File: src/rtl/reverse_stream.sv
// Valid/ready stream stage that reverses bit, nibble or byte order per beat (or passes it through).
// An output register plus a one-entry skid buffer give full throughput under backpressure.
module reverse_stream #(
   parameter int DATA_WIDTH = 32,
   parameter int CNT_WIDTH  = 16
) (
   input  logic                  clk,
   input  logic                  reset,
   input  logic [DATA_WIDTH-1:0] din,
   input  logic [1:0]            din_mode,
   input  logic                  din_valid,
   output logic                  din_ready,
   output logic [DATA_WIDTH-1:0] dout,
   output logic                  dout_valid,
   input  logic                  dout_ready,
   output logic [CNT_WIDTH-1:0]  beat_cnt
);

   localparam int NIBBLES = DATA_WIDTH / 4;
   localparam int BYTES   = DATA_WIDTH / 8;

   typedef enum logic [1:0] {
      MODE_BIT    = 2'b00,
      MODE_NIBBLE = 2'b01,
      MODE_BYTE   = 2'b10,
      MODE_PASS   = 2'b11
   } mode_t;

   logic [DATA_WIDTH-1:0] r_dout;
   logic                  r_dout_valid;
   logic [DATA_WIDTH-1:0] r_skid;
   logic                  r_skid_valid;
   logic [CNT_WIDTH-1:0]  r_cnt;

   logic [DATA_WIDTH-1:0] w_xformed;
   logic                  w_accept;
   logic                  w_xfer;
   mode_t                 w_mode;

   assign w_mode   = mode_t'(din_mode);
   assign w_accept = din_valid & ~r_skid_valid;
   assign w_xfer   = r_dout_valid & dout_ready;

   // Transform is applied once, on the way in, so stalled beats keep the mode they arrived with.
   always_comb begin
      w_xformed = din;
      case (w_mode)
         MODE_BIT: begin
            for (int i = 0; i < DATA_WIDTH; i++)
               w_xformed[i] = din[DATA_WIDTH-1-i];
         end
         MODE_NIBBLE: begin
            for (int k = 0; k < NIBBLES; k++)
               w_xformed[4*k +: 4] = din[4*(NIBBLES-1-k) +: 4];
         end
         MODE_BYTE: begin
            for (int k = 0; k < BYTES; k++)
               w_xformed[8*k +: 8] = din[8*(BYTES-1-k) +: 8];
         end
         default: w_xformed = din;
      endcase
   end

   always_ff @(posedge clk) begin
      if (reset) begin
         r_dout       <= '0;
         r_dout_valid <= 1'b0;
         r_skid       <= '0;
         r_skid_valid <= 1'b0;
         r_cnt        <= '0;
      end else begin
         if (w_xfer)
            r_cnt <= r_cnt + {{(CNT_WIDTH-1){1'b0}}, 1'b1};

         // Output slot free or draining: refill from the skid first to keep FIFO order.
         if (!r_dout_valid || w_xfer) begin
            if (r_skid_valid) begin
               r_dout       <= r_skid;
               r_dout_valid <= 1'b1;
               r_skid_valid <= 1'b0;
            end else if (w_accept) begin
               r_dout       <= w_xformed;
               r_dout_valid <= 1'b1;
            end else begin
               r_dout_valid <= 1'b0;
            end
         end else if (w_accept) begin
            r_skid       <= w_xformed;
            r_skid_valid <= 1'b1;
         end
      end
   end

   assign din_ready  = ~r_skid_valid;
   assign dout       = r_dout;
   assign dout_valid = r_dout_valid;
   assign beat_cnt   = r_cnt;

endmodule

File: config.mk
export PLATFORM = sky130hd
export DESIGN_NAME = reverse_stream
export DESIGN_NICKNAME = d
export VERILOG_FILES = /design/src/rtl/reverse_stream.sv
export SDC_FILE = /design/constraint.sdc
export NUM_CORES = 1
export LEC_CHECK = 0
export CORE_ASPECT_RATIO = 1.75
export CORE_MARGIN = 2
export CORE_UTILIZATION = 55
export DETAILED_ROUTE_END_ITERATION = 12
export PLACE_DENSITY = 0.86
export SYNTH_ARGS = -nofsm -noshare
export SYNTH_HDL_FRONTEND = slang
export SYNTH_SLANG_ARGS = --single-unit
export TNS_END_PERCENT = 100
File: constraint.sdc
create_clock -name clk -period 3.3 [get_ports clk]
set_clock_uncertainty 0.15 [all_clocks]
set_input_delay 0.495 -clock clk [delete_from_list [all_inputs] [get_ports clk]]
set_output_delay 0.495 -clock clk [all_outputs]
set_load 0.05 [all_outputs]
### Yosys cells after proc, flatten, opt, wreduce, memory -nomap -nowiden

Cells that the tools add are included.

| word-level totals | value |
|---|---|
| register bits | 82 |
| input bits | 38 |
| output and inout bits | 50 |
| word-level logic and storage cells | 24 |

| operators by class | value |
|---|---|
| add/sub/neg operators | 1 |
| equal/unequal tests | 2 |
| muxes and demuxes | 5 |
| bitwise operators | 4 |
| reduce and logical (&&, ||, !) cells | 7 |

Operators by type and width:

| kind | number |
|---|---|
| $pmux 32 s3 | 1 |
| $mux 32 | 2 |
| $add 16x1->16 const B | 1 |
| $reduce_and 2->1 | 2 |
| $and 1x1->1 | 2 |
| $eq 2x1->1 const B | 1 |
| $eq 2x2->1 const B | 1 |
| $logic_not 2->1 | 1 |
| $mux 1 | 2 |
| $not 1->1 | 2 |
| $reduce_bool 2->1 | 1 |
| $reduce_or 2->1 | 1 |
| $logic_not 1->1 | 1 |
| $logic_or 1x1->1 | 1 |

### Logic depth before layout (Yosys ltp)

Gate-level depths: netlist (run 1).

| logic depth | value |
|---|---|
| word-level depth | 4 |
| mapped depth | 6 |
| mapped depth without buffers | 5 |

### Worst setup path before layout (run 1)

OpenSTA, ideal clock, no wires.

| path | value |
|---|---|
| path kind | reg2reg |
| from | register r_cnt[1] (netlist: beat_cnt[1]) |
| to | register r_cnt[12] (netlist: beat_cnt[12]) |
| library setup time | 128 ps |
| arrival time | 1671 ps |
| data required time | 3022 ps |
| path slack | 1351 ps |
| cell stages (with the launch flop) | 6 |
| buffers on the path | 0 |
| period minus slack after synthesis | 1949 ps |
| cell sequence | dfxtp_1 -> ha_1 -> nand4_1 -> nor4_1 -> xnor2_1 -> nor2_1 |

| on the way | value |
|---|---|
| cells in the longest elaborated chain, start to end | 1 |

RTL lines:

| element | RTL line | RTL |
|---|---|---|
| from (decl) | 33 | `logic [CNT_WIDTH-1:0] r_cnt;` |
| from (signal assigned) | 73 | `r_cnt <= r_cnt + {{(CNT_WIDTH-1){1'b0}}, 1'b1};` |
| $add 16x1->16 | 73 |  |

Every way passes these cells.
A chain may end at the register's enable or synchronous reset.

### Final worst setup path (run 1)

| path | value |
|---|---|
| from | register r_cnt[3] (netlist: beat_cnt[3]) |
| to | output port beat_cnt[3] |

RTL lines:

| element | RTL line | RTL |
|---|---|---|
| to (decl) | 16 | `output logic [CNT_WIDTH-1:0] beat_cnt` |

No word-level cell between the ends.

==> results of run 1 <==
[kinds of logic (layout without fill, tap and decap cells)]
kind of cell | count (synthesis) | in the layout
compound gates | 38 | 38
xor+xnor | 11 | 11
fa+ha+maj | 1 | 1
buf+inv | 30 | 113
flops | 82 | 82
mux | 66 | 66
simple gates | 183 | 183
[per-stage QoR]
step,hold WS (ps),power (W)
floorplan,324.1,0.001406
global placement,287.8,0.001564
detailed placement,298.2,0.001576
CTS,311.9,0.002637
global route,339.1,0.002709
finish,306.7,0.002623
[power by group]
part	switching (W)	internal, W	leakage [nW]	total, W
registers	0.0000323	0.00104	0.669	0.00107
logic	0.000280	0.000204	1.21	0.000485
clock network	0.000384	0.000680	0.156	0.00106
total	0.000697	0.00193	2.03	0.00262
[worst paths after layout]
path,start,end,slack (ps)
worst min-delay path,dout[1],dout[1],310
worst min register to register,dout[1],dout[1],310
worst max-delay path,beat_cnt[3],beat_cnt[3],1000
worst max register to register,r_skid_valid,r_skid[11],1360
[area by class of cell]
type | count | area [um^2]
clock inverters | 5 | 77.57
multi-input cells | 299 | 2196
flip-flops and latches | 82 | 1642
fillers | 535 | 1938
clock buffers | 11 | 242.7
well taps | 86 | 107.6
repair buffers | 96 | 923.4
inverters | 1 | 3.754
[cell usage in the layout, fill, tap and decap left out, drive strengths merged, types with 2 or more instances in the layout]
| cell | Yosys | layout |
|---|---|---|
| a21oi | 4 | 4 |
| and4 | 3 | 3 |
| buf | 22 | 12 |
| bufinv | 0 | 2 |
| clkbuf | 7 | 11 |
| clkdlybuf4s50 | 0 | 84 |
| clkinv | 0 | 2 |
| dfxtp | 82 | 82 |
| mux2 | 2 | 2 |
| mux2i | 32 | 32 |
| mux4 | 32 | 32 |
| nand2 | 38 | 38 |
| nand2b | 2 | 2 |
| nand3 | 7 | 7 |
| nand4 | 8 | 8 |
| nor2 | 80 | 80 |
| nor2b | 2 | 2 |
| nor3 | 35 | 35 |
| nor4 | 3 | 3 |
| o21ai | 33 | 33 |
| xnor2 | 4 | 4 |
| xor2 | 7 | 7 |
[metal layers]
metal	vias up	track usage (%)	wire length (um)
met5	-	0	0
met4	0	14.00	402
met3	28	6.119	595
met2	152	47.69	5349
met1	1662	28.87	3600
li1	1627	-	-
[flip-flops by register name, summed over array words and instances, names as in the netlist]
register	count
beat_cnt	16
dout	32
dout_valid	1
r_skid	32
r_skid_valid	1
==> impl_metrics.json, run 1 <==
{
  "outcome": "finished clean",
  "cp.depth": 1,
  "setup_ws_ps": 996.7,
  "first_pass_iters": 5,
  "synth_area_mm2": 0.004010,
  "fp.dieW_um": 68.55,
  "n_antenna_cell": 0,
  "cp.required_ps": 2650,
  "place_ws_ps": 779.2,
  "grt_pass1_vias": 3311,
  "clk_pin_slew_worst_paths_ps": 60,
  "finalHoldViolations": 0,
  "critPathBufInv": 1,
  "worstSkewPairLatency_ps": 340,
  "cp_top_family": "buffers and inverters",
  "grt-ovfl-total": 0,
  "path_cells": "clkdlybuf4s50_1",
  "routed_wl_mm": 9.947,
  "synth_compound_gate_area_share_pct": 4.805,
  "final_cells": 580,
  "drive_gt1_share_pct": 12.75,
  "slew_headroom_pct": 44.63,
  "vdd_drop_max_v": 0.0002846,
  "post_dp_cell_area_mm2": 0.004872,
  "placed_cells": 564,
  "max_freq_mhz": 434.2,
  "h-tree-depth": 3,
  "wl_per_cell_um": 17.15,
  "start_util_pct": 56.24,
  "final_max_slew_viol_count": 0,
  "crit_arrival_ps": 1660,
  "post_cts_resized": 0,
  "rsz0062_at_grt": "false",
  "yosys.area.top_type": "dfxtp_1",
  "io_buffer_count": 87,
  "design.portCount": 88,
  "yosys.area_share.simple_pct": 20.44,
  "ant_nets": 0,
  "cts_setup_buffers": 0,
  "gr-usage-all-layers_pct": 26.95,
  "synth_xor_xnor_area_share_pct": 2.402,
  "ys_seq_elements": 82,
  "grt_max_degree": 37,
  "max_stage_delay_ps": 850,
  "viasPerCell": 5.981,
  "crit_type": "reg2out",
  "cts_num_sinks": 82,
  "coreArea_mm2": 0.007131,
  "holdBufCountCts": 0,
  "netlist.area_leader.share_pct": 40.94,
  "synth.top_cells.by_area": "dfxtp_1, mux4_2, mux2i_1",
  "antenna_found_initial": 0,
  "r2r_cells": 6,
  "drcViolationCount": 0,
  "fin_crit_sh_pct": 69.80,
  "place.gp.congestion": 0.9458,
  "yosysWarningCount": 0,
  "final_nets": 528,
  "tightest_slew_ps": 830.6,
  "cts_buffers": 9,
  "p_per_area_mw_per_mm2": 505.2,
  "dieHeight_um": 117.0,
  "drv_cap": 0,
  "async_flop_share_pct": 0,
  "fin_tns_setup_ps": 0,
  "dieArea_mm2": 0.008017,
  "synthAdderAreaFrac_pct": 0.3120,
  "rows": 41,
  "syn_nets": 450,
  "clk_path_buf_depth": 2,
  "grt_pass1_wl_mm": 15.90,
  "synth_top_family_by_area": "multiplexers",
  "synthTopCellsByCount": "dfxtp_1, nor2_1, nand2_1",
  "min_path_type": "reg2reg",
  "ys.flop_type": "dfxtp_1",
  "finalCriticalPeriod_ps": 2303,
  "yosysMostFrequentCell": "dfxtp_1",
  "worst_setup_path_start_kind": "register",
  "p_leak_nw": 2.034,
  "yosysSeqAreaShare_pct": 40.94,
  "setup_violations": 0,
  "synth-edff-count": 0,
  "postLayoutCellArea_mm2": 0.005192,
  "worst_path_max_delay_cell": "clkdlybuf4s50_1",
  "detail_route.iter0.violations": 162,
  "syn2layout_area_growth_pct": 29.49,
  "dpl.hpwl_mm": 6.970,
  "whs_path_depth": 2,
  "synthMuxAreaShare_pct": 26.71,
  "finalCoreUtilization_pct": 72.82,
  "synth_cell_types": 32,
  "avgSynthCellArea_um2": 9.757,
  "cp-end-kind": "output pin",
  "cts_tree": "yes",
  "syn_inst": 411,
  "clockRootBuffer": "clkbuf_16",
  "vias": 3469,
  "critPathMaxFanout": 7
}
Note: power is estimated with default switching activity, not from simulation.
==> run 2: changes to the inputs <==
--- a/config.mk
+++ b/config.mk
@@ -7,9 +7,9 @@
 export LEC_CHECK = 0
 export CORE_ASPECT_RATIO = 1.75
 export CORE_MARGIN = 2
-export CORE_UTILIZATION = 55
+export CORE_UTILIZATION = 46
 export DETAILED_ROUTE_END_ITERATION = 12
-export PLACE_DENSITY = 0.86
+export PLACE_DENSITY = 0.77
 export SYNTH_ARGS = -nofsm -noshare
 export SYNTH_HDL_FRONTEND = slang
 export SYNTH_SLANG_ARGS = --single-unit
==> constraint.sdc (replaced) <==
create_clock -name clk -period 2.1 [get_ports clk]
set_clock_uncertainty 0.15 [all_clocks]
set_input_delay 0.315 -clock clk [delete_from_list [all_inputs] [get_ports clk]]
set_output_delay 0.315 -clock clk [all_outputs]
set_load 0.05 [all_outputs]
==> run 2 against run 1 <==
Effect of this change:
- sequential share of layout area shrank 0.85 points
- combinational power up 61%
- cell count is 7.4% higher
- global-route usage fell by 4.6 points
- total power is 53% higher
- sequential power rose by 57%
- clock power up 47%
- routed wire length fell by 0.33%
- utilization is 10 points lower
- design area is 2.8% higher
- largest cell class unchanged
==> impl_metrics.json, run 2 (same netlist as run 1, synthesis figures left out) <==
{
  "hold_ws_ps": 87.24,
  "rows": 45,
  "cts_buffers": 9,
  "crit_arrival_ps": 1570,
  "dieHeight_um": 127.5,
  "ant_nets": 0,
  "min_path_type": "in2reg",
  "grt-ovfl-total": 0,
  "critPathBufInv": 1,
  "place.gp.congestion": 0.8194,
  "dieArea_mm2": 0.009510,
  "cp-end-kind": "output pin",
  "r2r_start": "dout_valid",
  "grt_pass1_wl_mm": 16.06,
  "h-tree-depth": 3,
  "cts_num_sinks": 82,
  "final_common_cell": "dfxtp_1",
  "r2r_cells": 6,
  "max_freq_mhz": 491.5,
  "drcViolationCount": 0,
  "critPathMaxFanout": 5,
  "slew_headroom_pct": 64.45,
  "io_buffer_count": 87,
  "crit_type": "reg2out",
  "worst_setup_path_start_kind": "register",
  "finalCoreUtilization_pct": 62.35,
  "seqPwrFrac_pct": 41.8,
  "antenna_found_initial": 0,
  "multi_input_area_mm2": 0.002196,
  "design.portCount": 88,
  "cp_top_family": "buffers and inverters",
  "fillers": 712,
  "wl_per_cell_um": 15.91,
  "cp.required_ps": 1630,
  "fin_crit_sh_pct": 96.89,
  "swShare_pct": 27.90,
  "cts_tree": "yes",
  "final-seq-area_mm2": 0.001642,
  "intPower_w": 0.002899,
  "routed_wl_mm": 9.914,
  "outcome": "finished clean",
  "clk_pin_slew_worst_paths_ps": 60,
  "vdd_drop_max_v": 0.0005263,
  "worstSkewPairLatency_ps": 340,
  "clockRootBuffer": "clkbuf_16",
  "dpl.hpwl_mm": 7.343,
  "viasPerCell": 5.530,
  "placed_cells": 607,
  "finalCriticalPeriod_ps": 2035,
  "finalHoldViolations": 0,
  "final_cells": 623,
  "clk_path_buf_depth": 2,
  "grt_pass1_vias": 3378,
  "rrSetupSlack_ps": 380,
  "final_cell_mix": "dfxtp_1, nor2_1, clkdlybuf4s50_1",
  "cp-startpoint": "beat_cnt[7]",
  "fp.dieW_um": 74.58,
  "p_per_area_mw_per_mm2": 753.5,
  "share_comb_of_total_power_pct": 19.5,
  "rr_endpoint": "r_skid[16]",
  "cp.depth": 1,
  "drive_gt1_share_pct": 17.00,
  "coreArea_mm2": 0.008558,
  "clkPwrFrac_pct": 38.7,
  "switchingPower_w": 0.001122,
  "grt_max_degree": 36,
  "p_leak_nw": 2.165,
  "vias": 3445,
  "tightest_slew_ps": 531.6,
  "final_max_slew_viol_count": 0,
  "holdBufCountCts": 0,
  "max_stage_delay_ps": 830,
  "detail_route.iter0.violations": 194,
  "rsz0062_at_grt": "false",
  "n_antenna_cell": 0,
  "first_pass_iters": 4,
  "gr-usage-all-layers_pct": 22.40,
  "start_util_pct": 46.86,
  "syn2layout_area_growth_pct": 33.07,
  "path_cells": "clkdlybuf4s50_1",
  "setup_violations": 0,
  "worst_path_max_delay_cell": "clkdlybuf4s50_1",
  "final_nets": 540,
  "crit_end": "beat_cnt[7]",
  "drv_cap": 0
}
## run 2: cell types whose count changed in the layout (fill, tap and decap cells not counted), sizes merged
| cell | previous run | this run |
|---|---|---|
| dlymetal6s2s | 0 | 2 |
| clkdlybuf4s50 | 84 | 71 |
| clkbuf | 11 | 10 |
| bufinv | 2 | 1 |
| buf | 12 | 35 |
| clkinvlp | 1 | 0 |
| inv | 1 | 2 |
| clkinv | 2 | 4 |
## run 2: what timing repair did
action                                  4_1_cts  5_1_grt
endpoints found under the setup margin        0        2
buffers inserted                              0        0
gates resized for setup                       0        2
hold endpoints to repair                      0        0
## run 2: per-stage QoR
step / instance area, um^2 / total power [W] / TNS [ps] / setup WS (ps)
final: 5336 / 0.004021 / 0 / 65.29
after floorplan: 4010 / 0.002210 / 0 / 151.4
after global placement: 5036 / 0.002483 / 0 / 76.07
after CTS: 5331 / 0.004051 / 0 / 8.347
after detailed placement: 5036 / 0.002500 / -45.32 / -40.34
after global routing: 5336 / 0.004179 / 0 / 0.3142
## run 2: power by group through the flow
stage                     combinational [W]  clock (W)  sequential, W
after global routing               0.000832    0.00166        0.00169
after floorplan                    0.000315          0        0.00189
after global placement             0.000771          0        0.00171
after CTS                          0.000787    0.00158        0.00168
final                              0.000783    0.00156        0.00168
after detailed placement           0.000785          0        0.00172
## run 2: final cells by class
class	instances	area share, %
Multi-Input combinational cell	299	41.15
Sequential cell	82	30.76
Timing Repair Buffer	108	19.74
Clock buffer	10	4.291
Tap cell	117	2.743
Clock inverter	6	1.243
Inverter	1	0.07034
## run 2: worst min path at each step
stage	start	end	slack, ps	cells after the start
4_1_cts	reset	dout_valid	70	2
2_1_floorplan	r_skid[29]	r_skid[29]	320	2
6_report	reset	dout_valid	90	2
5_1_grt	reset	dout_valid	90	2
3_3_place_gp	dout[6]	dout[6]	290	2
3_5_place_dp	dout[2]	dout[2]	300	2
## run 2: routing by layer
layer	up-vias	global-route usage, %	wire, um
met5	-	0	0
met4	0	11.97	311
met3	23	5.599	450
met2	107	39.41	5520
met1	1665	23.61	3631
li1	1650	-	-
